File: src/rtl/sequence_generator.sv
// sequence_generator
//   Fills a 32x4 sequence RAM with pseudo-random digits on GoGen, then pulses
//   FinGen. The digit range is selected by Diff, which is latched when GoGen
//   is accepted. A free-running 16-bit Galois LFSR supplies the digits.
//   Reads are registered with a fixed 2-cycle latency (SeqAddr -> RAMOutput).
//   Optional build macro: SEQGEN_NOREPEAT_EN. When it is defined, a digit
//   that equals the previous digit of the same fill is bumped to the next
//   value in range.
module sequence_generator #(
   parameter int unsigned DEPTH  = 32,
   parameter int unsigned ADDR_W = 5,
   parameter int unsigned DATA_W = 4,
   parameter logic [15:0] SEED   = 16'hACE1
) (
   input  logic              Clk,
   input  logic              Rst,
   input  logic              GoGen,
   input  logic [1:0]        Diff,
   input  logic [ADDR_W-1:0] SeqAddr,
   output logic [DATA_W-1:0] RAMOutput,
   output logic              FinGen,
   output logic              GenBusy
);

   typedef enum logic {S_IDLE, S_GEN} state_t;

   state_t            r_state, w_state_nxt;
   logic [15:0]       r_lfsr, w_lfsr_nxt;
   logic [1:0]        r_diff, w_diff_nxt;
   logic [ADDR_W-1:0] r_wr_ptr, w_wr_ptr_nxt;
   logic              r_fin, w_fin_nxt;
   logic              r_busy, w_busy_nxt;
   logic              w_wr_en;
   logic              w_last;

   logic [DATA_W-1:0] r_mem [DEPTH];
   logic [ADDR_W-1:0] r_addr_q;
   logic [DATA_W-1:0] r_rd_data;

   logic [3:0]        w_raw;
   logic [3:0]        w_mapped;
   logic [3:0]        w_digit;

   assign w_raw     = r_lfsr[3:0];
   assign w_last    = (r_wr_ptr == ADDR_W'(DEPTH - 1));
   assign FinGen    = r_fin;
   assign GenBusy   = r_busy;
   assign RAMOutput = r_rd_data;

   // LFSR next value (Galois, mask 16'hB400)
   always_comb begin
      w_lfsr_nxt = r_lfsr >> 1;
      if (r_lfsr[0]) begin
         w_lfsr_nxt = (r_lfsr >> 1) ^ 16'hB400;
      end
   end

   // Map the raw LFSR nibble to a digit in the range chosen by the latched Diff
   always_comb begin
      w_mapped = {2'b00, w_raw[1:0]} + 4'd1;
      case (r_diff)
         2'b10:   w_mapped = {1'b0, w_raw[2:0]} + 4'd1;
         2'b11:   w_mapped = (w_raw <= 4'd9) ? w_raw : (w_raw - 4'd6);
         default: w_mapped = {2'b00, w_raw[1:0]} + 4'd1;
      endcase
   end

`ifdef SEQGEN_NOREPEAT_EN
   logic [3:0] r_prev;
   logic [3:0] w_bumped;

   // Next value in range with wrap-around; swap it in for an adjacent repeat (entry 0 untouched)
   always_comb begin
      w_bumped = w_mapped + 4'd1;
      case (r_diff)
         2'b10:   if (w_mapped == 4'd8) w_bumped = 4'd1;
         2'b11:   if (w_mapped == 4'd9) w_bumped = 4'd0;
         default: if (w_mapped == 4'd4) w_bumped = 4'd1;
      endcase
      w_digit = w_mapped;
      if ((r_wr_ptr != '0) && (w_mapped == r_prev)) begin
         w_digit = w_bumped;
      end
   end

   // Remember the last digit written in this fill
   always_ff @(posedge Clk) begin
      if (!Rst) begin
         r_prev <= '0;
      end else if (w_wr_en) begin
         r_prev <= w_digit;
      end
   end
`else
   // Digits are used unmodified
   always_comb begin
      w_digit = w_mapped;
   end
`endif

   // FSM next-state and output decode
   always_comb begin
      w_state_nxt  = r_state;
      w_diff_nxt   = r_diff;
      w_wr_ptr_nxt = r_wr_ptr;
      w_busy_nxt   = r_busy;
      w_fin_nxt    = 1'b0;
      w_wr_en      = 1'b0;
      case (r_state)
         S_IDLE: begin
            if (GoGen) begin
               w_state_nxt  = S_GEN;
               w_diff_nxt   = Diff;
               w_wr_ptr_nxt = '0;
               w_busy_nxt   = 1'b1;
            end
         end
         S_GEN: begin
            w_wr_en      = 1'b1;
            w_wr_ptr_nxt = r_wr_ptr + ADDR_W'(1);
            if (w_last) begin
               w_fin_nxt   = 1'b1;
               w_busy_nxt  = 1'b0;
               w_state_nxt = S_IDLE;
            end
         end
         default: w_state_nxt = S_IDLE;
      endcase
   end

   // State, control and LFSR registers
   always_ff @(posedge Clk) begin
      if (!Rst) begin
         r_state  <= S_IDLE;
         r_diff   <= '0;
         r_wr_ptr <= '0;
         r_fin    <= 1'b0;
         r_busy   <= 1'b0;
         r_lfsr   <= SEED;
      end else begin
         r_state  <= w_state_nxt;
         r_diff   <= w_diff_nxt;
         r_wr_ptr <= w_wr_ptr_nxt;
         r_fin    <= w_fin_nxt;
         r_busy   <= w_busy_nxt;
         r_lfsr   <= w_lfsr_nxt;
      end
   end

   // Sequence RAM write port; contents survive reset
   always_ff @(posedge Clk) begin
      if (w_wr_en) begin
         r_mem[r_wr_ptr] <= DATA_W'(w_digit);
      end
   end

   // Two-stage registered read: address capture, then data capture
   always_ff @(posedge Clk) begin
      if (!Rst) begin
         r_addr_q  <= '0;
         r_rd_data <= '0;
      end else begin
         r_addr_q  <= SeqAddr;
         r_rd_data <= r_mem[r_addr_q];
      end
   end

endmodule

File: config.mk
export PLATFORM = sky130hd
export DESIGN_NAME = sequence_generator
export DESIGN_NICKNAME = d
export VERILOG_FILES = /design/src/rtl/sequence_generator.sv
export SDC_FILE = /design/constraint.sdc
export NUM_CORES = 1
export LEC_CHECK = 0
export CAP_MARGIN = 20
export CORE_MARGIN = 2
export CORE_UTILIZATION = 35
export DETAILED_ROUTE_END_ITERATION = 7
export GPL_TIMING_DRIVEN = 0
export PLACE_DENSITY_LB_ADDON = 0.08
export REMOVE_ABC_BUFFERS = 1
export SYNTH_ARGS = -nofsm -noshare
export SYNTH_HDL_FRONTEND = slang
export SYNTH_SLANG_ARGS = --single-unit
File: constraint.sdc
create_clock -name Clk -period 3.4 [get_ports Clk]
set_input_delay 0.34 -clock Clk [delete_from_list [all_inputs] [get_ports Clk]]
set_output_delay 0.34 -clock Clk [all_outputs]
set_load 0.01 [all_outputs]
After elaboration in Yosys (flattened, before gate mapping). Memory sizes are Yosys's and may differ from the RTL's. A register that Yosys moved wholly into a read port is not among the register bits. Index checks and enable logic that the tools add are counted.

Register bits: 31. Memory bits (writable): 128. Input bits: 10. Output and inout port bits: 6. Word-level logic and storage cells: 39. Memories: 1.

Memories: r_mem (words 32, bits a word 4, read ports 1, clocked after Yosys merged registers in 1, wr ports 1, line 36) `logic [DATA_W-1:0] r_mem [DEPTH];`.

Add/sub/neg operators: 4. Magnitude comparators: 1. Eq/ne operators: 5. Muxes and demuxes: 15. Bitwise gates (word level): 2. Reductions and logical operators: 4.

Operator list (number): 16-bit two-way mux (1); 5-bit case mux with 2 select lines (1); 1-bit two-way mux (8); 4-bit case mux with 2 select lines (1); 2-bit AND reduction (3); 5-bit by 1-bit adder with 5-bit output, second input constant (1); 5-bit == test, second input constant (1); 5-bit two-way mux (1); 3-bit by 1-bit adder with 4-bit output, second input constant (1); 2-bit == test, second input constant (2); 4-bit <= comparator, second input constant (1); 4-bit two-way mux (1); 3-bit NOT with 4-bit output (1); 1-bit case mux with 2 select lines (2); 4-bit by 3-bit subtractor with 4-bit output, second input constant (1); 2-bit by 1-bit adder with 3-bit output, second input constant (1); 2-bit by 1-bit != test with 1-bit output, second input constant (1); 2-bit != test, second input constant (1); 1-bit logical NOT (1); 1-bit NOT (1).

Depth between registers and ports, before layout. Gate-level depths: netlist (run 1).

Depth in word-level cells: 3. Gate-level depth with buffers: 7. Mapped depth without buffers: 6.

Worst setup path before layout (run 1). OpenSTA, ideal clock, no wires.

Path kind: reg-to-reg. From: reg r_lfsr[0]. To: mem r_mem[0][1] (data pin). Library setup time: 454 ps. Arrival: 2551 ps. Required time: 2946 ps. Path slack: 395 ps. Stages on the path, launching flop included: 8. Path buffers: 1. Period minus slack after synthesis: 3005 ps. Cells stage by stage: dfxtp_1 clkbuf_1 inv_1 ha_1 o21bai_1 nand2_1 xnor2_1 o21ai_0.

Longest elaborated chain between the ends: 3. Elaborated cells between the ends (all ways): 6. Classes of those cells: add/sub (3); order compare (1); mux (2).

RTL lines: from (decl) (line 28) `logic [15:0] r_lfsr, w_lfsr_nxt;`; from (signal assigned) (line 146) `r_lfsr <= w_lfsr_nxt;`; 4-bit by 3-bit subtractor with 4-bit output / 4-bit <= comparator (equally long branches) (line 63) `2'b11: w_mapped = (w_raw <= 4'd9) ? w_raw : (w_raw - 4'd6);`; 4-bit two-way mux (line 63); 4-bit case mux with 2 select lines (*) (line 61) `case (r_diff)`; via w_digit[1] (line 42) `logic [3:0] w_digit;`; to (decl) (line 36).

The timed path passes the listed nets; every way through them passes the cells marked *.

Worst setup path after layout (run 1).
From: reg r_lfsr[0]. To: mem r_mem[22][1] (data pin).

Same word-level chain as after synthesis.

==> results.cfg, run 1 <==
[outcome]
outcome = finished, final reports clean

[timing]
slew_viol_final = 0
fmax_ghz = 0.418
slew_headroom_pct = 40.2
setup_violations = 0
tightest_slew_ps = 893
layout_worst_path_cycle_share_pct = 70.3
period_minus_slack_ps = 2390
rsz0062_at_grt = false
hold_viol = 0
finClkSkew_ps = 8.17

[critical_path]
rr_startpoint = r_lfsr[0]$_SDFF_PN1_
cp.depth = 7
slowest_delay_ps = 630
cp.required_ps = 3670
crit_family = compound AO/OA/AOI/OAI gates
rr_worst_depth = 7
crit_start = r_lfsr[0]$_SDFF_PN1_
r2r_slack_ps = 1010
endpoint_kind = register
start_kind = register
crit_arrival_ps = 2660
crit_slowest_cell = o21ai_2
path_max_fanout = 17
crit_type = reg2reg
path_cells = inv_1 -> ha_1 -> o21bai_1 -> nand2_1 -> xnor2_1 -> o21ai_2 -> buf_8
worstSetupEndpoint = r_mem[22][1]$_DFFE_PP_
crit_buf_inv = 2
r2r_end = r_mem[22][1]$_DFFE_PP_

[logic_synthesis]
synth_common_cells = edfxtp_1 (128), nor2_1 (37), dfxtp_1 (35)
synthCells = 378
ys_seq_area_share_pct = 70.5
ys_top_cells_by_area = edfxtp_1 (60%), dfxtp_1 (11%), mux4_2 (8.0%), mux4_1 (3.7%), nor2_1 (2.2%)
synth_edf_count = 128
yosysTopAreaCellShare_pct = 59.6
ys_ff_latch = 163
synth-main-ff-cell = edfxtp_1
avgSynthCellArea_um2 = 17.1
yosys.cell_count.top_type = edfxtp_1
synth_largest_area_cell = edfxtp_1
yosys_warnings = 0
netlist_area_mm2 = 0.00645
synth.distinct_cells = 43
async_flop_share_pct = 0

[die]
start_util_pct = 35.8
dieArea_mm2 = 0.0195
ios = 16
rows = 49
dieWidth_um = 140
die_h_um = 140
core_area_mm2 = 0.0180

[power_and_ir_drop]
p_leak_nw = 2.44
peakVddDrop_mv = 0.332
power_mw = 4.24
power_density_mw_per_mm2 = 566

[global_route]
grt_max_degree = 33
grt_pass1_vias = 3335
antenna_found_initial = 0
grt_use_total_pct = 13.9
overflow = 0
grt_pass1_wl_mm = 19.8

[placed_design]
dpl_cell_area_mm2 = 0.00693
gp_congestion = 0.722
portBuffers = 15
hpwl_mm = 8.44

[cells_and_area]
fill_cells = 1635
drive_gt1_share_pct = 18.8
syn_to_final_growth_pct = 16.2
nNetsFinal = 422
finish.instance_area_mm2 = 0.00750
diodes = 0

[routing]
viasPerCell = 5.02
ant_nets = 0
avgRoutedWirePerCell_um = 19.9
vias = 3237
first_pass_iters = 5
wl_mm = 12.8
drtIter0Drc = 259
drc = 0

[clocking]
cts_tree = yes
post_cts_buffers = 0
htreeDepth = 4
cts_buffers = 17
clkTransAtPathRegs_ps = 60
cts_hold_buf = 0
clock-sinks = 163
insertion_delay_ps = 420
cts-resized-gates = 0
cts-root-buf = clkbuf_16
clockBufferDepth = 2

[min_path]
min_path_type = reg2reg

[run]
maxCapViolations = 0
-- area by class of cell --
class	count	area [um^2]	share of cell area, %
clock inverters	13	136	1.82
flip-flops and latches	163	4550	60.7
well taps	229	287	3.82
inverters	7	26.3	0.351
clock buffers	19	433	5.78
repair buffers	22	278	3.71
multi-input cells	192	1790	23.9
-- power breakdown --
part           switching [mW]  leakage (nW)  internal, mW
Clock                   0.754         0.259          1.08
Combinational           0.104         0.715         0.102
Sequential             0.0294          1.47          2.18
-- stage by stage --
step / TNS [ps] / util, % / setup slack, ps / instances / hold WS (ps)
finish: 0 / 41.6 / 1010 / 645 / 411
global route: 0 / 41.6 / 749 / 645 / 427
CTS: 0 / 41.6 / 964 / 645 / 414
detailed placement: 0 / 38.4 / 991 / 613 / 396
global placement: -44450 / 37.6 / -1390 / 606 / 389
floorplan: 0 / - / 504 / 362 / 386
-- layout by cell type (no fill, tap or decap), types with 2 or more instances in the layout --
master / instances
buf_12: 2
or3b_2: 2
bufinv_16: 2
nor2b_1: 11
clkdlybuf4s50_1: 15
nor2_1: 37
inv_1: 7
and3_1: 3
mux4_2: 23
mux2i_1: 4
nand2b_1: 6
o221ai_1: 2
mux4_1: 9
clkinv_2: 2
dfxtp_1: 33
clkbuf_16: 17
dfxtp_2: 2
clkbuf_1: 2
xnor2_1: 4
nand2_1: 18
ha_1: 9
buf_8: 4
and2_1: 13
nand3_1: 5
mux2_2: 9
a21oi_1: 8
nand3b_1: 3
a41oi_1: 2
nor3_1: 2
clkinvlp_4: 6
o21ai_0: 2
edfxtp_1: 128
nor3b_1: 4
-- worst min-delay path by stage --
stage                                 end  slack [ps]  depth (start not counted)                   from
floorplan           r_lfsr[11]$_SDFF_PN1_         390                          1  r_lfsr[12]$_SDFF_PN0_
global placement     r_lfsr[7]$_SDFF_PN1_         390                          1   r_lfsr[8]$_SDFF_PN0_
detailed placement  r_lfsr[11]$_SDFF_PN1_         400                          1  r_lfsr[12]$_SDFF_PN0_
CTS                  r_lfsr[7]$_SDFF_PN1_         410                          1   r_lfsr[8]$_SDFF_PN0_
global route        r_lfsr[11]$_SDFF_PN1_         430                          1  r_lfsr[12]$_SDFF_PN0_
finish              r_lfsr[11]$_SDFF_PN1_         410                          1  r_lfsr[12]$_SDFF_PN0_
-- registers in the layout (all words and copies together), names as in the netlist --
| name | count |
|---|---|
| r_wr_ptr | 5 |
| GenBusy | 1 |
| r_lfsr | 16 |
| r_state | 1 |
| r_mem | 128 |
| r_diff | 2 |
| r_addr_q | 5 |
| FinGen | 1 |
| RAMOutput | 4 |
-- metal layers --
metal / vias to the layer above / global-route usage, % / part of all wire [%]
li1: 1505 / - / -
met1: 1644 / 18.8 / 47
met2: 72 / 21.2 / 47
met3: 16 / 3.68 / 3.9
met4: 0 / 5.68 / 2.0
met5: - / 0 / 0
-- cell families after synthesis --
kind of cell             synth area share (%)
buffers and inverters                    2.00
adder cells (fa/ha/maj)                  1.75
multiplexers                             13.9
AND/OR/NAND/NOR                          8.32
XOR/XNOR                                0.815
AO/OA/AOI/OAI                            2.76
flip-flops                               70.5
Power figures use the tool's default switching activity.
==> inputs of run 2 (changes only) <==
==> constraint.sdc (replaced) <==
create_clock -name Clk -period 2.3 [get_ports Clk]
set_input_delay 0.23 -clock Clk [delete_from_list [all_inputs] [get_ports Clk]]
set_output_delay 0.23 -clock Clk [all_outputs]
set_load 0.01 [all_outputs]
==> results.cfg, run 2 (synthesis gave the netlist of run 1 again) <==
[outcome]
outcome = finished, final reports clean

[die]
ios = 16
die_h_um = 140
start_util_pct = 35.8
dieArea_mm2 = 0.0195
dieWidth_um = 140
rows = 49
core_area_mm2 = 0.0180

[timing]
finClkSkew_ps = 9.37
rsz0062_at_grt = false
layout_worst_path_cycle_share_pct = 94.7
tightest_slew_ps = 897
period_minus_slack_ps = 2180
setup_violations = 0
hold_viol = 0
fmax_ghz = 0.459
slew_viol_final = 0
slew_headroom_pct = 39.9

[routing]
viasPerCell = 5.02
drc = 0
drtIter0Drc = 278
first_pass_iters = 5
wl_mm = 12.8
ant_nets = 0
vias = 3247
avgRoutedWirePerCell_um = 19.8

[cells_and_area]
most-common-layout-cells = edfxtp_1 (128), nor2_1 (37), dfxtp_1 (33), mux4_2 (23), nand2_1 (18)
layout_commonest_cell = edfxtp_1
largest-register = r_mem
drive_gt1_share_pct = 19.1
largest_register_ffs = 128
post-route-util_pct = 41.8
nNetsFinal = 424
syn_to_final_growth_pct = 16.9
finish.instance_area_mm2 = 0.00754
reg_top3 = r_mem x128, r_lfsr x16
diodes = 0

[critical_path]
cp.required_ps = 2580
r2r_slack_ps = 120
crit_arrival_ps = 2460
worstSetupEndpoint = RAMOutput[3]$_SDFF_PN0_
start_kind = register
r2r_end = RAMOutput[3]$_SDFF_PN0_
crit_start = r_addr_q[0]$_SDFF_PN0_
rr_worst_depth = 5
crit_type = reg2reg
rr_startpoint = r_addr_q[0]$_SDFF_PN0_
path_max_fanout = 18
endpoint_kind = register

[power_and_ir_drop]
power_density_mw_per_mm2 = 834
p_leak_nw = 2.48
peakVddDrop_mv = 0.498

[clocking]
cts_tree = yes
cts_buffers = 17
cts_hold_buf = 0
clock-sinks = 163
clkTransAtPathRegs_ps = 60
cts-root-buf = clkbuf_16
insertion_delay_ps = 430
clockBufferDepth = 2
htreeDepth = 4

[placed_design]
portBuffers = 15
gp_congestion = 0.722
dpl_cell_area_mm2 = 0.00693
hpwl_mm = 8.44

[global_route]
grt_pass1_vias = 3335
grt_max_degree = 33
grt_pass1_wl_mm = 19.8
grt_use_total_pct = 13.8
overflow = 0
antenna_found_initial = 0

[min_path]
min_path_type = in2reg
min_from = SeqAddr[2]

[run]
maxCapViolations = 0
run 2: changes by cell type in the layout (fill, tap and decap cells not counted):
cell,before,now
buf_12,2,3
buf_4,0,1
o21ai_2,1,0
o21ai_4,0,1
o221a_2,1,0
o221a_4,0,1
run 2: metal layers:
metal / vias up / track usage [%] / part of all wire [%]
met5: - / 0 / 0
met4: 0 / 5.68 / 2.2
met3: 17 / 3.68 / 4.0
met2: 67 / 21.2 / 46
met1: 1652 / 18.8 / 47
li1: 1511 / - / -
run 2: worst max-delay path, cell delays in order (launching register included):
cell	delay, ps
dfxtp_1	640
buf_16	230
mux4_2	520
mux2_2	290
o22ai_1	230
a311oi_1	110
run 2: final cells by class:
class	instances	area, um^2
Inverter	7	26.3
Fill cell	1625	10500
Clock buffer	19	433
Tap cell	229	287
Clock inverter	13	136
Timing Repair Buffer	24	305
Sequential cell	163	4550
Multi-Input combinational cell	192	1810
run 2: worst min-delay path by stage:
stage                             endpoint  slack [ps]  cells after the start
floorplan            r_lfsr[10]$_SDFF_PN1_         290                      1
global placement      r_lfsr[7]$_SDFF_PN1_         390                      1
detailed placement   r_lfsr[11]$_SDFF_PN1_         400                      1
CTS                 r_addr_q[1]$_SDFF_PN0_         370                      2
global route        r_addr_q[1]$_SDFF_PN0_         380                      2
finish              r_addr_q[2]$_SDFF_PN0_         380                      2
run 2: power by group:
group          total (mW)  switching [mW]  internal, mW  leakage (nW)
Sequential           3.26          0.0440          3.22          1.47
Combinational       0.317           0.156         0.160         0.754
Clock                2.71            1.12          1.59         0.259
run 2: what timing repair did:
| action | 4_1_cts | 5_1_grt |
|---|---|---|
| pin swaps | 0 | 1 |
| endpoints found under the setup margin | 32 | 64 |
| gates cloned | 0 | 0 |
| setup buffers | 0 | 2 |
| resized for setup | 1 | 1 |
run 2: through the flow:
step	cells	TNS (ps)	setup slack, ps	hold slack, ps	power (mW)
floorplan	362	-19760	-596	292	3.48
global route	647	0	26.5	379	6.52
detailed placement	613	-1730	-109	396	3.64
CTS	645	0	33.4	369	6.36
global placement	606	-142660	-2490	389	3.61
finish	647	0	122	381	6.29
